### src/rtl/parity_stride_counter.sv
`default_nettype none
// ============================================================================
//  Module      : parity_stride_counter
//  Description : Parity-restricted stride counter. Steps through only odd
//                (mode=0) or only even (mode=1) values inside the runtime
//                range [base, top], counting up or down by STEP, with
//                synchronous clear, parallel load, enable gating and a
//                registered wrap pulse.
//
//  Parameters  : WIDTH - count width in bits (>= 2)
//                STEP  - stride magnitude (even, so parity is preserved)
//
//  Ports       : clk         in   rising-edge clock
//                reset       in   asynchronous active-low reset
//                en          in   advance one step this cycle
//                clear       in   synchronous return to base
//                load        in   synchronous parallel load
//                load_val    in   [WIDTH] value for load
//                mode        in   0 = odd sequence, 1 = even sequence
//                dir         in   0 = up, 1 = down
//                limit       in   [WIDTH] inclusive upper bound of range
//                count       out  [WIDTH] current value (registered)
//                wrap        out  registered wrap pulse
//                empty_range out  combinational: no legal value in range
//
//  Options     : PARITY_STRIDE_SAT_EN - when defined, counting saturates at
//                the terminal value instead of wrapping, and wrap becomes a
//                level "at bound" flag while en=1.
//
//  Revision    : 1.0 - initial release
// ============================================================================
module parity_stride_counter #(
    parameter int WIDTH = 4,
    parameter int STEP  = 2
) (
    input  logic             clk,
    input  logic             reset,
    input  logic             en,
    input  logic             clear,
    input  logic             load,
    input  logic [WIDTH-1:0] load_val,
    input  logic             mode,
    input  logic             dir,
    input  logic [WIDTH-1:0] limit,
    output logic [WIDTH-1:0] count,
    output logic             wrap,
    output logic             empty_range
);

    // Stride held one bit wider than the count so count+STEP never truncates.
    localparam logic [WIDTH:0]   c_step = (WIDTH+1)'(STEP);
    localparam logic [WIDTH-1:0] c_lsb  = {{(WIDTH-1){1'b0}}, 1'b1};
    localparam logic [WIDTH-1:0] c_rst  = {{(WIDTH-1){1'b0}}, 1'b1};

    logic [WIDTH-1:0] r_count;
    logic             r_wrap;

    logic             w_par;        // required LSB of every legal value
    logic [WIDTH-1:0] w_base;
    logic [WIDTH-1:0] w_top;
    logic             w_empty;
    logic [WIDTH:0]   w_sum;
    logic [WIDTH:0]   w_down_floor; // smallest count that can step down
    logic [WIDTH-1:0] w_diff;
    logic [WIDTH-1:0] w_load_par;
    logic [WIDTH-1:0] w_load_clamped;
    logic [WIDTH-1:0] w_next_count;
    logic             w_next_wrap;

    assign w_par   = ~mode;
    assign w_base  = {{(WIDTH-1){1'b0}}, w_par};
    // Largest value not above limit with the right parity. When limit has the
    // wrong parity this is limit-1; for odd mode with limit=0 it underflows,
    // but that case is caught by w_empty before w_top is ever used.
    assign w_top   = (limit[0] == w_par) ? limit : (limit - c_lsb);
    assign w_empty = (limit < w_base);

    assign w_sum        = {1'b0, r_count} + c_step;
    assign w_down_floor = {1'b0, w_base} + c_step;
    assign w_diff       = r_count - c_step[WIDTH-1:0];

    assign w_load_par     = (load_val & ~c_lsb) | w_base;
    assign w_load_clamped = (w_load_par > w_top) ? w_top : w_load_par;

    always_comb begin
        w_next_count = r_count;
        w_next_wrap  = 1'b0;
        if (clear || w_empty) begin
            // An empty range pins the counter at base; clear lands there too.
            w_next_count = w_base;
        end else if (load) begin
            w_next_count = w_load_clamped;
        end else if (en) begin
            if (r_count[0] != w_par) begin
                // Mode changed under us: realign to the start of the sweep.
                w_next_count = dir ? w_top : w_base;
            end else if (r_count > w_top) begin
                // Limit was lowered below the current count.
`ifdef PARITY_STRIDE_SAT_EN
                w_next_count = w_top;
                w_next_wrap  = dir ? (w_top == w_base) : 1'b1;
`else
                w_next_count = dir ? w_top : w_base;
                w_next_wrap  = 1'b1;
`endif
            end else if (!dir) begin
                if (w_sum > {1'b0, w_top}) begin
`ifdef PARITY_STRIDE_SAT_EN
                    w_next_count = w_top;
`else
                    w_next_count = w_base;
`endif
                    w_next_wrap  = 1'b1;
                end else begin
                    w_next_count = w_sum[WIDTH-1:0];
`ifdef PARITY_STRIDE_SAT_EN
                    w_next_wrap  = (w_sum[WIDTH-1:0] == w_top);
`endif
                end
            end else begin
                if ({1'b0, r_count} < w_down_floor) begin
`ifdef PARITY_STRIDE_SAT_EN
                    w_next_count = w_base;
`else
                    w_next_count = w_top;
`endif
                    w_next_wrap  = 1'b1;
                end else begin
                    w_next_count = w_diff;
`ifdef PARITY_STRIDE_SAT_EN
                    w_next_wrap  = (w_diff == w_base);
`endif
                end
            end
        end
    end

    always_ff @(posedge clk or negedge reset) begin
        if (!reset) begin
            r_count <= c_rst;
            r_wrap  <= 1'b0;
        end else begin
            r_count <= w_next_count;
            r_wrap  <= w_next_wrap;
        end
    end

    assign count       = r_count;
    assign wrap        = r_wrap;
    assign empty_range = w_empty;

endmodule
`default_nettype wire

### config.mk
export PLATFORM = sky130hd
export DESIGN_NAME = parity_stride_counter
export DESIGN_NICKNAME = d
export VERILOG_FILES = /design/src/rtl/parity_stride_counter.sv
export SDC_FILE = /design/constraint.sdc
export NUM_CORES = 1
export LEC_CHECK = 0
export ABC_CLOCK_PERIOD_IN_PS = 7300
export CORE_ASPECT_RATIO = 1.75
export CORE_MARGIN = 10
export CORE_UTILIZATION = 25
export DETAILED_ROUTE_END_ITERATION = 16
export DONT_BUFFER_PORTS = 1
export PLACE_DENSITY = 0.5
export SETUP_SLACK_MARGIN = 0.2
export SLEW_MARGIN = 20
export SYNTH_ARGS = -nofsm -noshare
export SYNTH_HDL_FRONTEND = slang
export SYNTH_SLANG_ARGS = --single-unit
### constraint.sdc
create_clock -name clk -period 7.3 [get_ports clk]
set_clock_uncertainty 0.05 [all_clocks]
set_input_delay 1.46 -clock clk [delete_from_list [all_inputs] [get_ports clk]]
set_output_delay 1.46 -clock clk [all_outputs]
set_load 0.05 [all_outputs]
==> metrics.csv <==
stage,metric,value,unit
route,routed_wl,2640,µm
synthesis,yosys_warnings,0,
synthesis,synth-async-reset-ratio,1.000,
timing,rsz0062_at_grt,false,
timing,drv_slew,0,
route,dr.pass1.iters,2,
clock_tree,cts_root_buf,clkbuf_8,
timing,fin_crit_sh,0.5616,
synthesis,synth-edff-count,0,
pwr,powerDensity,206.8,nW/µm²
pwr,p_leak,0.0004300,µW
worst_setup_path,path_class,in -> reg,
final_layout,area.sequential,126.4,µm²
timing,period_needed,4.100,ns
place,numPortBuffers,0,
global_route,grt_max_degree,11,
timing,fin_tns_setup,0,ns
timing,fmax,243.9,MHz
final_layout,fill_cells,372,
worst_setup_path,reg2reg_from,count[1],
pwr,p_int,112.1,µW
worst_setup_path,worstPathArrival,4.21,ns
route,viasPerCell,5.494,
global_route,busiest_layer,met2,
place,gp_congestion,0.8572,
pwr,p_switching,93.02,µW
clock_tree,cts_buffers,3,
floorplanning,fp.dieW,65.16,µm
worst_setup_path,cp-end-kind,flip-flop,
timing,hold_violations,0,
global_route,grt_pass1_vias,951,
final_layout,antennaDiodeCount,0,
pwr,irDropWorstVdd,147.7,µV
job,maxCapViolCount,0,
synthesis,avgSynthCellArea,8.416,µm²
worst_setup_path,crit_fanout,5,
global_route,grtUsageMet2,0.1806,
global_route,globalRoute.totalOverflow,0,
clock_tree,clock_latency,0.22,ns
synthesis,yosys.cell_types.count,41,
route,drtIter0Drc,16,
pwr,power_frac_comb,0.498,
pwr,clkPwrFrac,0.244,
synthesis,synthCells,106,
synthesis,synth_nets,137,
timing,tightest_slew,0.8270,ns
worst_setup_path,cp-startpoint,mode,
worst_setup_path,r2r_slack,4.19,ns
timing,finalSetupViolations,0,
timing,slew-limit-headroom,0.4486,
synthesis,ys_ff_latch,5,
clock_tree,tritoncts,built,
global_route,antenna_found_initial,0,
synthesis,synth_area,892.1,µm²
clock_tree,clk_path_buf_depth,2,
worst_setup_path,start_kind,input port,
clock_tree,cts.clk_slew.worst_paths,0.03,ns
global_route,met3_usage,0.02948,
global_route,grtUsageMet1,0.06004,
outcome,status,"finished, final reports clean",
worst_setup_path,crit_path_end,count[0],
route,wl_per_cell,17.14,µm
final_layout,finalNetCount,141,
synthesis,ys_seq_area_frac,0.1417,
pwr,p_total,205.2,µW
global_route,grt_pass1_wl,4367,µm
clock_tree,cts_hold_buf,0,
clock_tree,ctsHtreeMaxLevel,1,
global_route,gr-usage-all-layers,0.08462,
final_layout,drive_gt1_frac,0.1284,
floorplanning,fp.dieArea,6452,µm²
floorplanning,rows,28,
final_layout,final_util,0.2920,
worst_setup_path,worstRegToRegCells,9,
floorplanning,core-area,3398,µm²
clock_tree,cts_num_sinks,5,
floorplanning,initial_utilization,0.2625,
floorplanning,ios,21,
floorplanning,die_y,99.03,µm
clock_tree,cts_setup_buffers,0,
hold_path,hold_class,reg -> reg,
pwr,pwr-share-seq,0.258,
final_layout,multi_input_area,719.4,µm²
pwr,netSwitchingFraction,0.4534,
final_layout,synthToLayoutAreaGrowth,11.22,%
synthesis,synth_top_flop_cell,dfrtp_1,
worst_setup_path,r2r_end,count[0],
worst_setup_path,cp.required,7.41,ns
route,drcViolationCount,0,
route,antenna_left,0,
place,place_hpwl,2320,µm
route,via_count,846,
clock_tree,ctsResizeCount,0,
==> cell usage in the layout, fill, tap and decap left out, drive strengths merged <==
cell / n
ha: 16
inv: 10
nor2: 9
nand2: 8
a21oi: 5
nand3: 4
o21ai: 4
dfrtp: 4
clkbuf: 4
xnor2: 3
nor3: 3
a31oi: 3
o311ai: 3
o221a: 3
xor2: 2
o211ai: 2
o31ai: 2
or3: 2
a211oi: 2
nor2b: 2
mux2: 2
o32ai: 2
nor4: 1
nor4b: 1
and4b: 1
o2bb2ai: 1
o311a: 1
a21boi: 1
o22a: 1
and2: 1
o211a: 1
a2bb2oi: 1
a41oi: 1
or2: 1
dfstp: 1
buf: 1
==> registers in the layout, indices dropped and copies added, names as in the netlist <==
name,count
wrap,1
count,4
==> synth_stat cells (2+ instances only) <==
cell type | n | share of area
ha_1 | 16 | 0.22
inv_1 | 10 | 0.042
nor2_1 | 9 | 0.038
nand2_1 | 8 | 0.034
a21oi_1 | 5 | 0.028
dfrtp_1 | 4 | 0.11
nand3_1 | 4 | 0.022
o21ai_0 | 4 | 0.022
a31oi_1 | 3 | 0.021
nor3_1 | 3 | 0.017
xnor2_1 | 3 | 0.029
a211oi_1 | 2 | 0.017
o211ai_1 | 2 | 0.017
o221a_2 | 2 | 0.025
o311ai_2 | 2 | 0.036
o31ai_1 | 2 | 0.017
or3_1 | 2 | 0.014
xor2_1 | 2 | 0.020
==> critical path: stages <==
cell	delay, ns
inv_1	0.07
ha_1	0.37
nor4_1	0.24
xnor2_1	0.30
ha_1	0.37
and4b_1	0.27
o311ai_2	0.11
o311ai_2	0.22
or3_1	0.35
a41oi_1	0.27
mux2_1	0.18
==> power by group through the flow <==
| stage | combinational [µW] | clock (µW) | sequential, µW |
|---|---|---|---|
| floorplan | 82.7 | 0 | 49.0 |
| global placement | 99.5 | 0 | 53.6 |
| detailed placement | 102 | 0 | 53.6 |
| CTS | 102 | 51.5 | 53.3 |
| global route | 115 | 53.1 | 53.8 |
| finish | 102 | 50.1 | 52.8 |
==> logic make-up after synthesis <==
kind of cell	after synthesis	synth area share
buffers and inverters	12	0.05891
flip-flops	5	0.1417
adder cells (fa/ha/maj)	16	0.2244
multiplexers	2	0.02524
AO/OA/AOI/OAI	33	0.3114
AND/OR/NAND/NOR	33	0.1893
XOR/XNOR	5	0.04910
==> cell type report <==
class | count | share of cell area
well taps | 45 | 0.05675
multi-input cells | 89 | 0.7251
clock buffers | 4 | 0.04540
flip-flops and latches | 5 | 0.1274
inverters | 10 | 0.03783
repair buffers | 1 | 0.007566
==> per-layer routing <==
layer  share of wire  vias up
li1                -      411
met2            0.61       22
met4           0.023        0
met5               0        -
met1            0.29      409
met3           0.072        4
==> worst min path at each step <==
stage               cells past startpoint  endpoint      from
global route                            1  count[0]  count[0]
finish                                  1  count[0]  count[0]
floorplan                               1  count[0]  count[0]
detailed placement                      1  count[0]  count[0]
global placement                        1  count[0]  count[0]
CTS                                     1  count[0]  count[0]
==> per-stage QoR <==
step           std cells  setup WS, ns  hold WS (ns)  cell area, µm²
3_3_place_gp         150         3.013        0.7379           947.2
2_1_floorplan        106         2.381        0.7137           892.1
4_1_cts              154         3.179        0.7497           992.2
6_report             154         3.200        0.7456           992.2
3_5_place_dp         150         2.967        0.7396           947.2
5_1_grt              154         2.981        0.7511           992.2
(Power assumes the default switching activity.)
